[src/rtl/hazard_scoreboard_if.sv]
// Issue-side bundle between the decode stage and the hazard scoreboard:
// ID-stage issue request, flush, and the stall/forward/busy/counter results.
interface hazard_scoreboard_if #(
    parameter int unsigned NUM_REGS = 32,
    parameter int unsigned ADDR_W   = 5,
    parameter int unsigned LAT_W    = 2,
    parameter int unsigned CNT_W    = 16
);
    logic                issue_valid;
    logic [ADDR_W-1:0]   issue_rd;
    logic                issue_regwrite;
    logic [LAT_W-1:0]    issue_lat;
    logic [ADDR_W-1:0]   issue_rs1;
    logic [ADDR_W-1:0]   issue_rs2;
    logic                issue_use_rs1;
    logic                issue_use_rs2;
    logic                flush;
    logic                stall;
    logic [1:0]          fwd_a;
    logic [1:0]          fwd_b;
    logic [NUM_REGS-1:0] busy_vec;
    logic [CNT_W-1:0]    stall_cycles;

    modport master (
        output issue_valid, issue_rd, issue_regwrite, issue_lat,
        output issue_rs1, issue_rs2, issue_use_rs1, issue_use_rs2, flush,
        input  stall, fwd_a, fwd_b, busy_vec, stall_cycles
    );

    modport slave (
        input  issue_valid, issue_rd, issue_regwrite, issue_lat,
        input  issue_rs1, issue_rs2, issue_use_rs1, issue_use_rs2, flush,
        output stall, fwd_a, fwd_b, busy_vec, stall_cycles
    );
endinterface

[src/rtl/hazard_scoreboard.sv]
// Per-register in-flight write tracker for a 5-stage pipeline: detects load-use
// hazards (stall), selects EX/MEM or MEM/WB forwarding, and counts stall cycles.
module hazard_scoreboard #(
    parameter int unsigned NUM_REGS = 32,
    parameter int unsigned ADDR_W   = 5,
    parameter int unsigned WB_AGE   = 3,
    parameter int unsigned LAT_W    = 2,
    parameter int unsigned CNT_W    = 16
) (
    input logic                clk,
    input logic                reset,
    hazard_scoreboard_if.slave sb
);
    localparam int unsigned      AGE_W   = $clog2(WB_AGE + 1);
    localparam logic [LAT_W-1:0] MAX_LAT = LAT_W'(WB_AGE - 1);

    logic [NUM_REGS-1:0]            valid_q, valid_d;
    logic [NUM_REGS-1:0][AGE_W-1:0] age_q, age_d;
    logic [NUM_REGS-1:0][LAT_W-1:0] remain_q, remain_d;
    logic [CNT_W-1:0]               cnt_q, cnt_d;

    logic             hit_a, hit_b, stall, accept, wr_en;
    logic [LAT_W-1:0] lat_c, remain_new;

    // Forwarding only applies once the producer's result exists (remain == 0).
    function automatic logic [1:0] fwd_sel(input logic hit, input logic [AGE_W-1:0] age,
                                           input logic [LAT_W-1:0] remain);
        if (!hit || remain != '0) return 2'b00;
        if (age == AGE_W'(1)) return 2'b10;
        if (age == AGE_W'(2)) return 2'b01;
        return 2'b00;
    endfunction

    always_comb begin
        hit_a = sb.issue_use_rs1 && (sb.issue_rs1 != '0) && valid_q[sb.issue_rs1];
        hit_b = sb.issue_use_rs2 && (sb.issue_rs2 != '0) && valid_q[sb.issue_rs2];
        stall = sb.issue_valid && !sb.flush &&
                ((hit_a && remain_q[sb.issue_rs1] != '0) ||
                 (hit_b && remain_q[sb.issue_rs2] != '0));
        accept     = sb.issue_valid && !stall && !sb.flush;
        wr_en      = accept && sb.issue_regwrite && (sb.issue_rd != '0);
        lat_c      = (sb.issue_lat > MAX_LAT) ? MAX_LAT : sb.issue_lat;
        remain_new = (lat_c == '0) ? '0 : lat_c - LAT_W'(1);
    end

    assign sb.stall        = stall;
    assign sb.fwd_a        = fwd_sel(hit_a, age_q[sb.issue_rs1], remain_q[sb.issue_rs1]);
    assign sb.fwd_b        = fwd_sel(hit_b, age_q[sb.issue_rs2], remain_q[sb.issue_rs2]);
    assign sb.busy_vec     = {valid_q[NUM_REGS-1:1], 1'b0};
    assign sb.stall_cycles = cnt_q;

    always_comb begin
        valid_d  = valid_q;
        age_d    = age_q;
        remain_d = remain_q;
        for (int unsigned i = 1; i < NUM_REGS; i++) begin
            if (wr_en && sb.issue_rd == ADDR_W'(i)) begin
                // Newest producer replaces any older in-flight write (WAW).
                valid_d[i]  = 1'b1;
                age_d[i]    = AGE_W'(1);
                remain_d[i] = remain_new;
            end else if (valid_q[i]) begin
                if ((sb.flush && age_q[i] <= AGE_W'(1)) ||
                    (int'(age_q[i]) + 1 >= int'(WB_AGE))) begin
                    valid_d[i]  = 1'b0;
                    age_d[i]    = '0;
                    remain_d[i] = '0;
                end else begin
                    age_d[i] = age_q[i] + AGE_W'(1);
                    if (remain_q[i] != '0) remain_d[i] = remain_q[i] - LAT_W'(1);
                end
            end
        end
        valid_d[0] = 1'b0;

        cnt_d = cnt_q;
        if (stall && cnt_q != '1) cnt_d = cnt_q + CNT_W'(1);
    end

    always_ff @(posedge clk or posedge reset) begin
        if (reset) begin
            valid_q  <= '0;
            age_q    <= '0;
            remain_q <= '0;
            cnt_q    <= '0;
        end else begin
            valid_q  <= valid_d;
            age_q    <= age_d;
            remain_q <= remain_d;
            cnt_q    <= cnt_d;
        end
    end
endmodule

[src/flat_wrapper.sv]
// flat-port wrapper written by rule: the top's interface ports become plain ports
module hazard_scoreboard_flat 
#(
    parameter int unsigned NUM_REGS = 32,
    parameter int unsigned ADDR_W   = 5,
    parameter int unsigned WB_AGE   = 3,
    parameter int unsigned LAT_W    = 2,
    parameter int unsigned CNT_W    = 16
)
  (clk, reset, sb_issue_valid, sb_issue_rd, sb_issue_regwrite, sb_issue_lat, sb_issue_rs1, sb_issue_rs2, sb_issue_use_rs1, sb_issue_use_rs2, sb_flush, sb_stall, sb_fwd_a, sb_fwd_b, sb_busy_vec, sb_stall_cycles);
  hazard_scoreboard_if #(.NUM_REGS(NUM_REGS), .ADDR_W(ADDR_W), .LAT_W(LAT_W), .CNT_W(CNT_W)) sb_i ();
  input logic clk;
  input logic reset;
  input wire logic [$bits(sb_i.issue_valid)-1:0] sb_issue_valid;
  input wire logic [$bits(sb_i.issue_rd)-1:0] sb_issue_rd;
  input wire logic [$bits(sb_i.issue_regwrite)-1:0] sb_issue_regwrite;
  input wire logic [$bits(sb_i.issue_lat)-1:0] sb_issue_lat;
  input wire logic [$bits(sb_i.issue_rs1)-1:0] sb_issue_rs1;
  input wire logic [$bits(sb_i.issue_rs2)-1:0] sb_issue_rs2;
  input wire logic [$bits(sb_i.issue_use_rs1)-1:0] sb_issue_use_rs1;
  input wire logic [$bits(sb_i.issue_use_rs2)-1:0] sb_issue_use_rs2;
  input wire logic [$bits(sb_i.flush)-1:0] sb_flush;
  output wire logic [$bits(sb_i.stall)-1:0] sb_stall;
  output wire logic [$bits(sb_i.fwd_a)-1:0] sb_fwd_a;
  output wire logic [$bits(sb_i.fwd_b)-1:0] sb_fwd_b;
  output wire logic [$bits(sb_i.busy_vec)-1:0] sb_busy_vec;
  output wire logic [$bits(sb_i.stall_cycles)-1:0] sb_stall_cycles;
  assign sb_i.issue_valid = sb_issue_valid;
  assign sb_i.issue_rd = sb_issue_rd;
  assign sb_i.issue_regwrite = sb_issue_regwrite;
  assign sb_i.issue_lat = sb_issue_lat;
  assign sb_i.issue_rs1 = sb_issue_rs1;
  assign sb_i.issue_rs2 = sb_issue_rs2;
  assign sb_i.issue_use_rs1 = sb_issue_use_rs1;
  assign sb_i.issue_use_rs2 = sb_issue_use_rs2;
  assign sb_i.flush = sb_flush;
  assign sb_stall = sb_i.stall;
  assign sb_fwd_a = sb_i.fwd_a;
  assign sb_fwd_b = sb_i.fwd_b;
  assign sb_busy_vec = sb_i.busy_vec;
  assign sb_stall_cycles = sb_i.stall_cycles;
  hazard_scoreboard #(.NUM_REGS(NUM_REGS), .ADDR_W(ADDR_W), .WB_AGE(WB_AGE), .LAT_W(LAT_W), .CNT_W(CNT_W)) u_core (.clk(clk), .reset(reset), .sb(sb_i));
endmodule
[config.mk]
export PLATFORM = sky130hd
export DESIGN_NAME = hazard_scoreboard_flat
export DESIGN_NICKNAME = d
export VERILOG_FILES = /design/src/rtl/hazard_scoreboard_if.sv /design/src/rtl/hazard_scoreboard.sv /design/src/flat_wrapper.sv
export SDC_FILE = /design/constraint.sdc
export NUM_CORES = 1
export LEC_CHECK = 0
export CORE_MARGIN = 4
export CORE_UTILIZATION = 30
export CTS_CLUSTER_DIAMETER = 40
export CTS_CLUSTER_SIZE = 12
export DETAILED_ROUTE_END_ITERATION = 8
export GPL_ROUTABILITY_DRIVEN = 0
export PLACE_DENSITY_LB_ADDON = 0.1
export SLEW_MARGIN = 5
export SYNTH_ARGS = -nofsm -noshare
export SYNTH_HDL_FRONTEND = slang
export SYNTH_SLANG_ARGS = --single-unit
[constraint.sdc]
create_clock -name clk -period 8.2 [get_ports clk]
set_input_delay 1.64 -clock clk [delete_from_list [all_inputs] [get_ports clk]]
set_output_delay 1.64 -clock clk [all_outputs]
set_load 0.05 [all_outputs]
* Word-level counts from Yosys, hierarchy flattened
Cells that the tools add are included.
** Word-level totals
- Flip-flop bits (word level) :: 171
- Output and inout bits :: 53
** Operators by class
- Add/subtract/negate cells :: 95
- $lt $le $gt $ge :: 65
- Equality and inequality tests :: 36
- Multiplexer cells :: 348
- Reduce and logical (&&, ||, !) cells :: 243
** Operator list (number)
- >= comparator 32 x 3 -> 1 bit (second input constant) :: 31
- 2-to-1 mux 2 bit :: 235
- nonzero test 2 bit :: 64
- 2-to-1 mux 1 bit :: 107
- adder 2 x 1 -> 3 bit (second input constant) :: 31
- nonzero test 3 bit :: 31
- == test 5 bit (second input constant) :: 16
- logical AND 1 bit :: 75
- subtractor 2 x 1 -> 2 bit (second input constant) :: 32
- adder 2 x 1 -> 2 bit (second input constant) :: 31
- <= comparator 2 x 1 -> 1 bit (second input constant) :: 31
- AND reduction 2 bit :: 31
- binary-select mux 2 bit (select 5 bit) :: 4
- == test 5 x 4 -> 1 bit (second input constant) :: 8
- logical OR 1 bit :: 34
- == test 5 x 3 -> 1 bit (second input constant) :: 4
- adder 16 x 1 -> 16 bit (second input constant) :: 1
- inequality test 16 bit (second input constant) :: 1
- nonzero test 5 bit :: 3
- less-than comparator 5 x 6 -> 1 bit (second input constant) :: 2
- binary-select mux 1 bit (select 5 bit) :: 2
- == test 5 x 2 -> 1 bit (second input constant) :: 2
- == test 5 x 1 -> 1 bit (second input constant) :: 1
- == test 2 x 1 -> 1 bit (second input constant) :: 2
- 4 further kinds :: 8

* Longest topological paths before layout
Gate-level depths: netlist of run 1.
- Depth in word-level cells :: 14
- Gate-level depth with buffers :: 13
- Gate-level depth less buffers :: 9

* Worst setup path after synthesis of run 1
Ideal clock, no wire load.
- Kind :: in2out
- Start :: in sb_issue_rs2[0]
- End :: out sb_fwd_b[0]
- Arrival :: 4886 ps
- Data required time :: 6560 ps
- Slack :: 1674 ps
- Stages :: 8
- Buffers on the path :: 4
- Cell sequence :: buf_2 > buf_2 > buf_2 > buf_2 > mux4_2 > mux4_2 > mux2i_1 > nor3b_1
** On the way
- Word-level cells in the longest chain between the ends :: 9
- Elaborated cells on any way between the ends :: 25
- Those cells by class :: 2 x eq/ne; 17 x mux; 6 x reduce/logical
** Ends and longest elaborated chain
- from (decl) :: line flat_wrapper.sv:19 : input wire logic [$bits(sb_i.issue_rs2)-1:0] sb_issue_rs2;
- binary-select mux 2 bit (select 5 bit) :: line hazard_scoreboard.sv:48 : assign sb.fwd_b = fwd_sel(hit_b, age_q[sb.issue_rs2], remain_q[sb.issue_rs2]);
- 2-to-1 mux 2 bit (implied by the code) :: line hazard_scoreboard.sv:48
- == test 2 bit :: line hazard_scoreboard.sv:30 : if (age == AGE_W'(2)) return 2'b01;
- 2-to-1 mux 1 bit (2 in a row) :: line hazard_scoreboard.sv:30
- 2-to-1 mux 1 bit :: line hazard_scoreboard.sv:29 : if (age == AGE_W'(1)) return 2'b10;
- 2-to-1 mux 2 bit :: line hazard_scoreboard.sv:31 : return 2'b00;
- 2-to-1 mux 2 bit :: line hazard_scoreboard.sv:30
- 2-to-1 mux 2 bit * :: line hazard_scoreboard.sv:29
- to (decl) :: line flat_wrapper.sv:25 : output wire logic [$bits(sb_i.fwd_b)-1:0] sb_fwd_b;
Mark *: on every way between the ends. The rest lies on a longest branch, timed or not. The select of a mux whose other input is x is not followed.

* Worst setup path in the final report of run 1
Same ends and word-level chain as after synthesis.

==> results of run 1 <==
## area by class of cell
cell class	count	area, sq um	area share
clock buffers	20	467	0.0324
repair buffers	91	848	0.0589
clock inverters	12	184	0.0128
flip-flops and latches	171	4280	0.297
inverters	135	514	0.0357
multi-input cells	982	7450	0.517
well taps	532	666	0.0462
## state kept, by name, summed over array words and instances, names as in the netlist
name and cells:
u_core.sb.stall_cycles 16, u_core.age_q 62, u_core.valid_q 31, u_core.remain_q 62
## through the flow
stage,hold slack [ns],instances,cell area [sq um]
finish,0.510,1943,14400
global route,0.531,1943,14400
CTS,0.516,1943,14400
detailed placement,0.489,1911,13800
global placement,0.493,1911,13800
floorplan,0.499,1340,12500
## power by group through the flow
stage | Clock, uW | Combinational (uW) | Sequential, uW
after floorplan | 0 | 551 | 1080
after global placement | 0 | 746 | 1100
after detailed placement | 0 | 757 | 1100
after CTS | 955 | 765 | 1090
after global routing | 987 | 862 | 1110
final | 925 | 756 | 1090
## kinds of logic after synthesis
| kind of cell | count (synthesis) |
|---|---|
| mux | 98 |
| xor+xnor | 13 |
| fa+ha+maj | 125 |
| compound gates | 252 |
| buf+inv | 187 |
| other cells | 1 |
| simple gates | 493 |
| flops | 171 |
## worst register-to-register path, delay by kind of cell, from the launching register on
family | cells | cell delay, ns
buf+inv | 2 | 0.98
compound gates | 3 | 0.82
simple gates | 3 | 0.77
mux | 2 | 0.68
flops | 1 | 0.40
## cell usage after synthesis, types with 2 or more instances
library cell / n / share of area
and2_1: 16 / 0.0080
nand2_1: 178 / 0.053
ha_1: 125 / 0.13
nor4_1: 6 / 0.0030
or2_2: 2 / 0.0010
buf_1: 4 / 0.0012
nor2b_1: 11 / 0.0055
or4_1: 2 / 0.0012
buf_6: 4 / 0.0036
nor3b_1: 27 / 0.016
nand3_1: 64 / 0.026
xor2_1: 12 / 0.0084
o31ai_1: 32 / 0.019
mux2_2: 37 / 0.033
o211ai_1: 28 / 0.017
a31oi_1: 27 / 0.014
clkbuf_1: 18 / 0.0054
nor4_2: 2 / 0.0020
a211oi_1: 19 / 0.011
a22o_1: 4 / 0.0028
nor3_1: 60 / 0.024
nand2b_1: 30 / 0.015
and3_1: 11 / 0.0055
mux2i_1: 16 / 0.013
a21oi_1: 46 / 0.018
o21ai_0: 52 / 0.021
a211o_1: 9 / 0.0063
dfrtp_1: 171 / 0.34
nor3_2: 2 / 0.0016
nor2_1: 39 / 0.012
a221oi_1: 4 / 0.0028
buf_2: 20 / 0.0080
inv_1: 134 / 0.040
buf_4: 6 / 0.0036
a311oi_1: 4 / 0.0028
mux4_2: 45 / 0.081
nand4_1: 5 / 0.0025
a21boi_0: 11 / 0.0066
a311o_1: 3 / 0.0024
a2111oi_0: 4 / 0.0028
nand3b_1: 33 / 0.020
## metal layers
| metal | up-vias | share of wire |
|---|---|---|
| li1 | 4924 | - |
| met1 | 4994 | 0.48 |
| met2 | 143 | 0.47 |
| met3 | 31 | 0.036 |
| met4 | 2 | 0.014 |
| met5 | - | 0.00018 |
## worst paths after layout
| path | cells after the start | slack (ns) | end |
|---|---|---|---|
| setup reg to reg | 10 | 4.44 | u_core.remain_q[20] |
| min in group asynchronous | 2 | 1.71 | u_core.age_q[63] |
| max in group asynchronous | 3 | 5.03 | u_core.age_q[10] |
| hold / removal | 1 | 0.51 | u_core.sb.stall_cycles[9] |
| hold reg to reg | 1 | 0.51 | u_core.sb.stall_cycles[9] |
| setup / recovery | 7 | 1.28 | sb_fwd_b[0] |
==> out/qor.csv, run 1 <==
metric;value;unit
cts-resized-gates;0;
grt_pass1_wl;59100;um
grt-busiest-layer;met2;
synth_top_family_by_area;simple AND/OR/NAND/NOR gates;
path_class;primary input to output port;
crit_path_cell_trace;buf_2, buf_4, mux4_2, mux4_2, mux2i_1, nor3b_1, clkdlybuf4s50_1;
clockBufferDepth;2;
start_util;0.305;
critical_path_buf_inv_count;3;
critPathTopFamily;buffers and inverters;
drcViolationCount;0;
setup_slack;1.28;ns
vdd.ir_drop.worst;147;uV
setup_tns;0;ns
synth_fp_nets;1489;
internal_power;1810;uW
synthXorXnorAreaFrac;0.00910;
cts_buffers;17;
cp_slowest_stage_delay;0.90;ns
grt_usage;0.172;
setup_viol;0;
clkPwrFrac;0.334;
r2r_start;u_core.remain_q[18];
dieWidth;212;um
pre_cts_ws;1.25;ns
switchingPower;953;uW
syn_area;12500;sq um
syn_to_final_growth;15.2;%
synth_cell_types;58;
dp_hpwl;27000;um
synth_mux_area_frac;0.127;
power_frac_comb;0.273;
cp_max_fo;32;
clkTransAtPathRegs;0.07;ns
grt_max_degree;106;
core;41000;sq um
cellPowerDensity;192;nW/um^2
cts_hold_buf;0;
layout_common_cells;nand2_1, dfrtp_1, inv_1, ha_1, clkdlybuf4s50_1;
critPathLaunch;sb_issue_rs2[0];
hp-start;u_core.sb.stall_cycles[9];
use_met2;0.278;
port-buffer-count;74;
vias;10100;
rsz0062_at_grt;no;
power.leakage;0.00620;uW
hold_path.class;flop to flop;
wirelength;38000;um
syn_inst;1340;
crit_path_start_kind;primary input;
fin_util;0.351;
synth_warnings;0;
rows;74;
cts_sinks;171;
synth-simple-area-share;0.199;
die_area;45000;sq um
grt_util_met3;0.0357;
antenna_found_initial;1;
vias_per_cell;5.20;
synth-edff-count;0;
ys_seq_elements;171;
dieHeight;212;um
switching_share;0.344;
slew_viol_final;0;
grt_pass1_vias;9983;
ys_seq_area_frac;0.342;
required;6.56;ns
critPathCaptureType;output port;
tightestPinTransition;1.08;ns
final_common_cell;nand2_1;
syn_area_per_cell;9.33;sq um
tritoncts;done;
finalCriticalPeriod;6.92;ns
synth_compound_area_frac;0.134;
overflow;0;
total_power;2770;uW
nets;1547;
status;completed;
drt-wirelength-per-cell;19.5;um
grtUsageMet1;0.237;
drive_gt1_frac;0.105;
cpMostUsedCell;mux4_2;
fin_crit_sh;0.844;
fillers;4182;
antenna_cells;0;
fmax;0.145;GHz
max_slew_margin;0.278;
synthAdderAreaFrac;0.125;
drt_iter0_drc;569;
io_pins;77;
crit_arrival;5.28;ns
drtPass1Iterations;5;
seq_power_share;0.393;
hold_viol;0;
fin_skew;0.0170;ns
drv_cap;0;
drtAntennaViolNets;0;
clk_latency;0.46;ns
htreeDepth;4;
synth-main-ff-cell;dfrtp_1;
cp_slowest_cell;clkdlybuf4s50_1;
async_reset_ff_frac;1.00;
cts_setup_buffers;0;
cts_root_buf;clkbuf_16;
No activity file was read; power rests on OpenSTA's default activity.
==> run 2, diff against run 1 <==
- clock period: 8.2 -> 5.7 ns (I/O delays scaled with it)
==> run 2 against run 1 <==
  * Register-to-register slack worse by 2.0 ns
  * Clock skew is 0.0031 ns lower
  * Critical path depth is 2 higher
  * Combinational power is 44% higher
  * Total power is 39% higher
  * Sequential cell count stayed put
  * Global-route usage is 0.17 points higher
  * Wire length is 0.13% higher
  * Final area is 0.36% higher
  * First-iteration DRC count is 17% higher
  * Sequential power is 44% higher
  * Largest cell class unchanged
==> out/qor.csv, run 2 (same netlist as run 1, synthesis figures left out) <==
metric;value;unit
setup_tns;0;ns
core;41000;sq um
regToRegSetupSlack;2.46;ns
start_util;0.305;
cts_sinks;171;
fin_skew;0.0139;ns
power.leakage;0.00622;uW
cp_slowest_stage_delay;0.83;ns
io_pins;77;
critPathTopFamily;buffers and inverters;
htreeDepth;4;
cts_buffers;17;
overflow;0;
cp_slowest_cell;clkdlybuf4s50_1;
whs_path_depth;1;
rsz0062_at_grt;no;
largestRegisters;u_core.age_q: 62 flops, u_core.remain_q: 62 flops, u_core.valid_q: 31 flops;
clk_latency;0.47;ns
whs;0.515;ns
path_class;primary input to output port;
drtPass1Iterations;5;
drt-wirelength-per-cell;19.5;um
cts_root_buf;clkbuf_16;
slew_viol_final;0;
drtAntennaViolNets;0;
cts_hold_buf;0;
drcViolationCount;0;
grt_pass1_wl;60100;um
r2r_cells;9;
regArea;4280;sq um
antenna_cells;0;
crit_path_cell_trace;clkdlybuf4s50_1, nor2b_1, a22oi_1, a311o_1, a41oi_1, nand2b_1, nor3b_1, buf_4, buf_12;
die_area;45000;sq um
min_to;u_core.sb.stall_cycles[9];
cp_max_fo;11;
hold_path.class;flop to flop;
port-buffer-count;74;
drive_gt1_frac;0.110;
setup_viol;0;
grt_pass1_vias;10200;
tritoncts;done;
multi_input_area;7450;sq um
nets;1551;
r2r_start;u_core.remain_q[50];
hold_viol;0;
cts-resized-gates;0;
rows;74;
cts_setup_buffers;0;
wirelength;38000;um
max_slew_margin;0.307;
clkTransAtPathRegs;0.07;ns
stdcell_area;14500;sq um
total_power;3850;uW
finalCriticalPeriod;5.10;ns
crit_arrival;3.96;ns
vias_per_cell;5.23;
worstReg2RegEnd;u_core.remain_q[54];
critPathCaptureType;output port;
dieHeight;212;um
placed_cell_area;13900;sq um
critical_path_buf_inv_count;3;
grt_max_degree;93;
final_common_cell;nand2_1;
required;4.56;ns
syn_to_final_growth;15.6;%
tightestPinTransition;1.04;ns
vdd.ir_drop.worst;150;uV
fin_util;0.353;
cellPowerDensity;266;nW/um^2
layout_common_cells;nand2_1, dfrtp_1, inv_1, ha_1, clkdlybuf4s50_1;
grt_usage;0.173;
fmax;0.196;GHz
dp_hpwl;27200;um
clockBufferDepth;2;
antenna_found_initial;0;
dieWidth;212;um
fillers;4169;
vias;10200;
fin_crit_sh;0.895;
drv_cap;0;
crit_path_start_kind;primary input;
hp-start;u_core.sb.stall_cycles[9];
status;completed;
drt_iter0_drc;665;
-- run 2: where the power goes --
part / internal (uW) / total [uW] / leakage (uW) / switching (uW)
combinational: 496 / 1090 / 0.00378 / 595
sequential: 1350 / 1570 / 0.00216 / 220
clock: 624 / 1190 / 0.000278 / 566
-- run 2: worst max path at each step --
stage,start,endpoint,slack (ns),depth (start not counted)
floorplan,sb_issue_rs2[0],sb_fwd_b[0],0.17,8
global placement,sb_issue_rs2[3],sb_fwd_b[0],0.72,9
detailed placement,sb_issue_rs2[3],sb_fwd_b[0],0.66,9
CTS,sb_issue_rs2[3],sb_fwd_b[0],0.66,9
global route,sb_issue_rs2[3],sb_fwd_b[1],0.52,9
finish,sb_issue_rs2[3],sb_fwd_b[0],0.60,9
-- run 2: layer usage --
metal | GRT usage | routed length [um] | vias up | part of all wire
li1 | - | - | 4934 | -
met1 | 0.233 | 18000 | 5062 | 0.47
met2 | 0.285 | 18100 | 137 | 0.48
met3 | 0.0310 | 1160 | 42 | 0.031
met4 | 0.0541 | 778 | 0 | 0.020
met5 | 0 | 0 | - | 0
-- run 2: cell type report --
class                   instances  area share
clock buffers                  19      0.0306
multi-input cells             982       0.515
repair buffers                 95      0.0676
flip-flops and latches        171       0.296
clock inverters                13     0.00926
inverters                     135      0.0353
well taps                     532      0.0460
-- run 2: metrics by stage --
stage          setup WS (ns)  cells
3_5_place_dp           0.662   1915
5_1_grt                0.519   1947
6_report               0.601   1947
4_1_cts                0.661   1947
3_3_place_gp           0.724   1915
2_1_floorplan          0.174   1340
-- run 2: worst register-to-register path: cells and delay by family (launching register included) --
| kind | cells | cell delay [ns] |
|---|---|---|
| AO/OA/AOI/OAI | 5 | 1.29 |
| AND/OR/NAND/NOR | 2 | 0.67 |
| flip-flops | 1 | 0.41 |
| multiplexers | 1 | 0.35 |
| buffers and inverters | 1 | 0.40 |
==> run 3, diff against run 2 <==
- CORE_UTILIZATION: 30 -> 45
- clock period: 5.7 -> 6.4 ns (I/O delays scaled with it)
==> run 3 against run 2 <==
  * Sequential share of layout area increased by 0.49 points
  * Setup slack improved by 0.012 ns
  * Cell count decreased by 8.3%
  * Worst hold slack got worse by 0.0035 ns
  * Combinational power decreased by 13%
  * Wire length decreased by 12%
  * Register-to-register slack improved by 0.81 ns
  * First-iteration DRC count increased by 1.5%
  * Critical path depth decreased by 2
  * Critical path type unchanged
  * Largest power group unchanged
  * Highest routed layer unchanged
==> out/qor.csv, run 3 (same netlist as run 1, synthesis figures left out) <==
metric;value;unit
rows;60;
drcViolationCount;0;
antenna_found_initial;0;
setup_tns;0;ns
grt-busiest-layer;met2;
drv_cap;0;
dieWidth;175;um
cts_sinks;171;
core;27200;sq um
critPathCaptureType;output port;
die_area;30500;sq um
fin_util;0.523;
max_slew_margin;0.308;
overflow;0;
finalCriticalPeriod;5.79;ns
dieHeight;175;um
antenna_cells;0;
layout_common_cells;nand2_1, dfrtp_1, inv_1, ha_1, clkdlybuf4s50_1;
total_power;3420;uW
status;completed;
grtUsageMet1;0.301;
cts_hold_buf;0;
placed_cell_area;13600;sq um
grt_util_met3;0.0370;
use_met2;0.370;
largestRegisters;u_core.age_q: 62 flops, u_core.remain_q: 62 flops, u_core.valid_q: 31 flops;
tritoncts;done;
regToRegSetupSlack;3.27;ns
vdd.ir_drop.worst;178;uV
drive_gt1_frac;0.108;
required;5.12;ns
htreeDepth;4;
path_class;primary input to output port;
grt_pass1_wl;53600;um
drtAntennaViolNets;0;
drtPass1Iterations;5;
hold_viol;0;
r2r_cells;9;
io_pins;77;
crit_arrival;4.51;ns
final_common_cell;nand2_1;
stdcell_area;14200;sq um
critPathLaunch;sb_issue_rs1[0];
port-buffer-count;74;
vias_per_cell;5.72;
grt_pass1_vias;9802;
tightestPinTransition;1.03;ns
clockBufferDepth;2;
cts_setup_buffers;0;
vias;10200;
cts_root_buf;clkbuf_16;
fin_skew;0.0155;ns
clk_latency;0.44;ns
nets;1549;
slew_viol_final;0;
rsz0062_at_grt;no;
dp_hpwl;23800;um
cp_max_fo;28;
whs;0.511;ns
fmax;0.173;GHz
setup_viol;0;
cts-resized-gates;0;
grt_usage;0.219;
syn_to_final_growth;13.7;%
r2r_start;u_core.valid_q[4];
drt_iter0_drc;675;
wirelength;33400;um
crit_end;sb_fwd_a[1];
start_util;0.460;
cts_buffers;17;
grt_max_degree;92;
power.leakage;0.00621;uW
hold_path.class;flop to flop;
crit_path_start_kind;primary input;
cellPowerDensity;241;nW/um^2
clkTransAtPathRegs;0.08;ns
worstReg2RegEnd;u_core.remain_q[54];
fin_crit_sh;0.904;
hp-start;u_core.sb.stall_cycles[3];
drt-wirelength-per-cell;18.7;um
[run 3: changes by cell type in the layout (fill, tap and decap cells not counted), moves of 2 or more]
cell and delta:
buf_12 -4, clkdlybuf4s50_1 +2, clkinv_4 -2, clkinv_8 +2, inv_6 +2, inv_8 +2
[run 3: cell type report]
class | instances | area (sq um)
fillers | 2531 | 12900
multi-input cells | 982 | 7450
flip-flops and latches | 171 | 4280
repair buffers | 93 | 918
inverters | 135 | 512
well taps | 372 | 465
clock buffers | 17 | 425
clock inverters | 15 | 175
[run 3: per-layer routing]
layer	share of wire	wire (um)	up-vias
met4	0.013	441	0
met3	0.044	1470	27
met2	0.48	16000	211
met1	0.46	15500	5033
met5	0	0	-
li1	-	-	4934
[run 3: report_power, final]
part | internal (uW) | total, uW | switching (uW)
Combinational | 437 | 951 | 514
Clock | 560 | 1080 | 519
Sequential | 1200 | 1390 | 193
Total | 2200 | 3420 | 1230
[run 3: worst min path at each step]
stage                                             to  slack [ns]  depth (start not counted)
after floorplan                   u_core.remain_q[7]        0.50                          2
after global placement    u_core.sb.stall_cycles[12]        0.48                          1
after detailed placement   u_core.sb.stall_cycles[3]        0.50                          1
after CTS                  u_core.sb.stall_cycles[3]        0.52                          1
after global routing      u_core.sb.stall_cycles[11]        0.53                          1
final                      u_core.sb.stall_cycles[3]        0.51                          1
[run 3: through the flow]
step	setup WS [ns]	std cells
after floorplan	0.488	1340
after global placement	0.561	1753
after detailed placement	0.546	1753
after CTS	0.533	1785
after global routing	0.432	1785
final	0.613	1785
[run 3: critical path, stage by stage]
cell and delay (ns):
buf_2 0.44, buf_12 0.27, mux4_2 0.56, mux4_2 0.49, mux2i_1 0.17, nor3b_1 0.39
clkdlybuf4s50_1 0.88
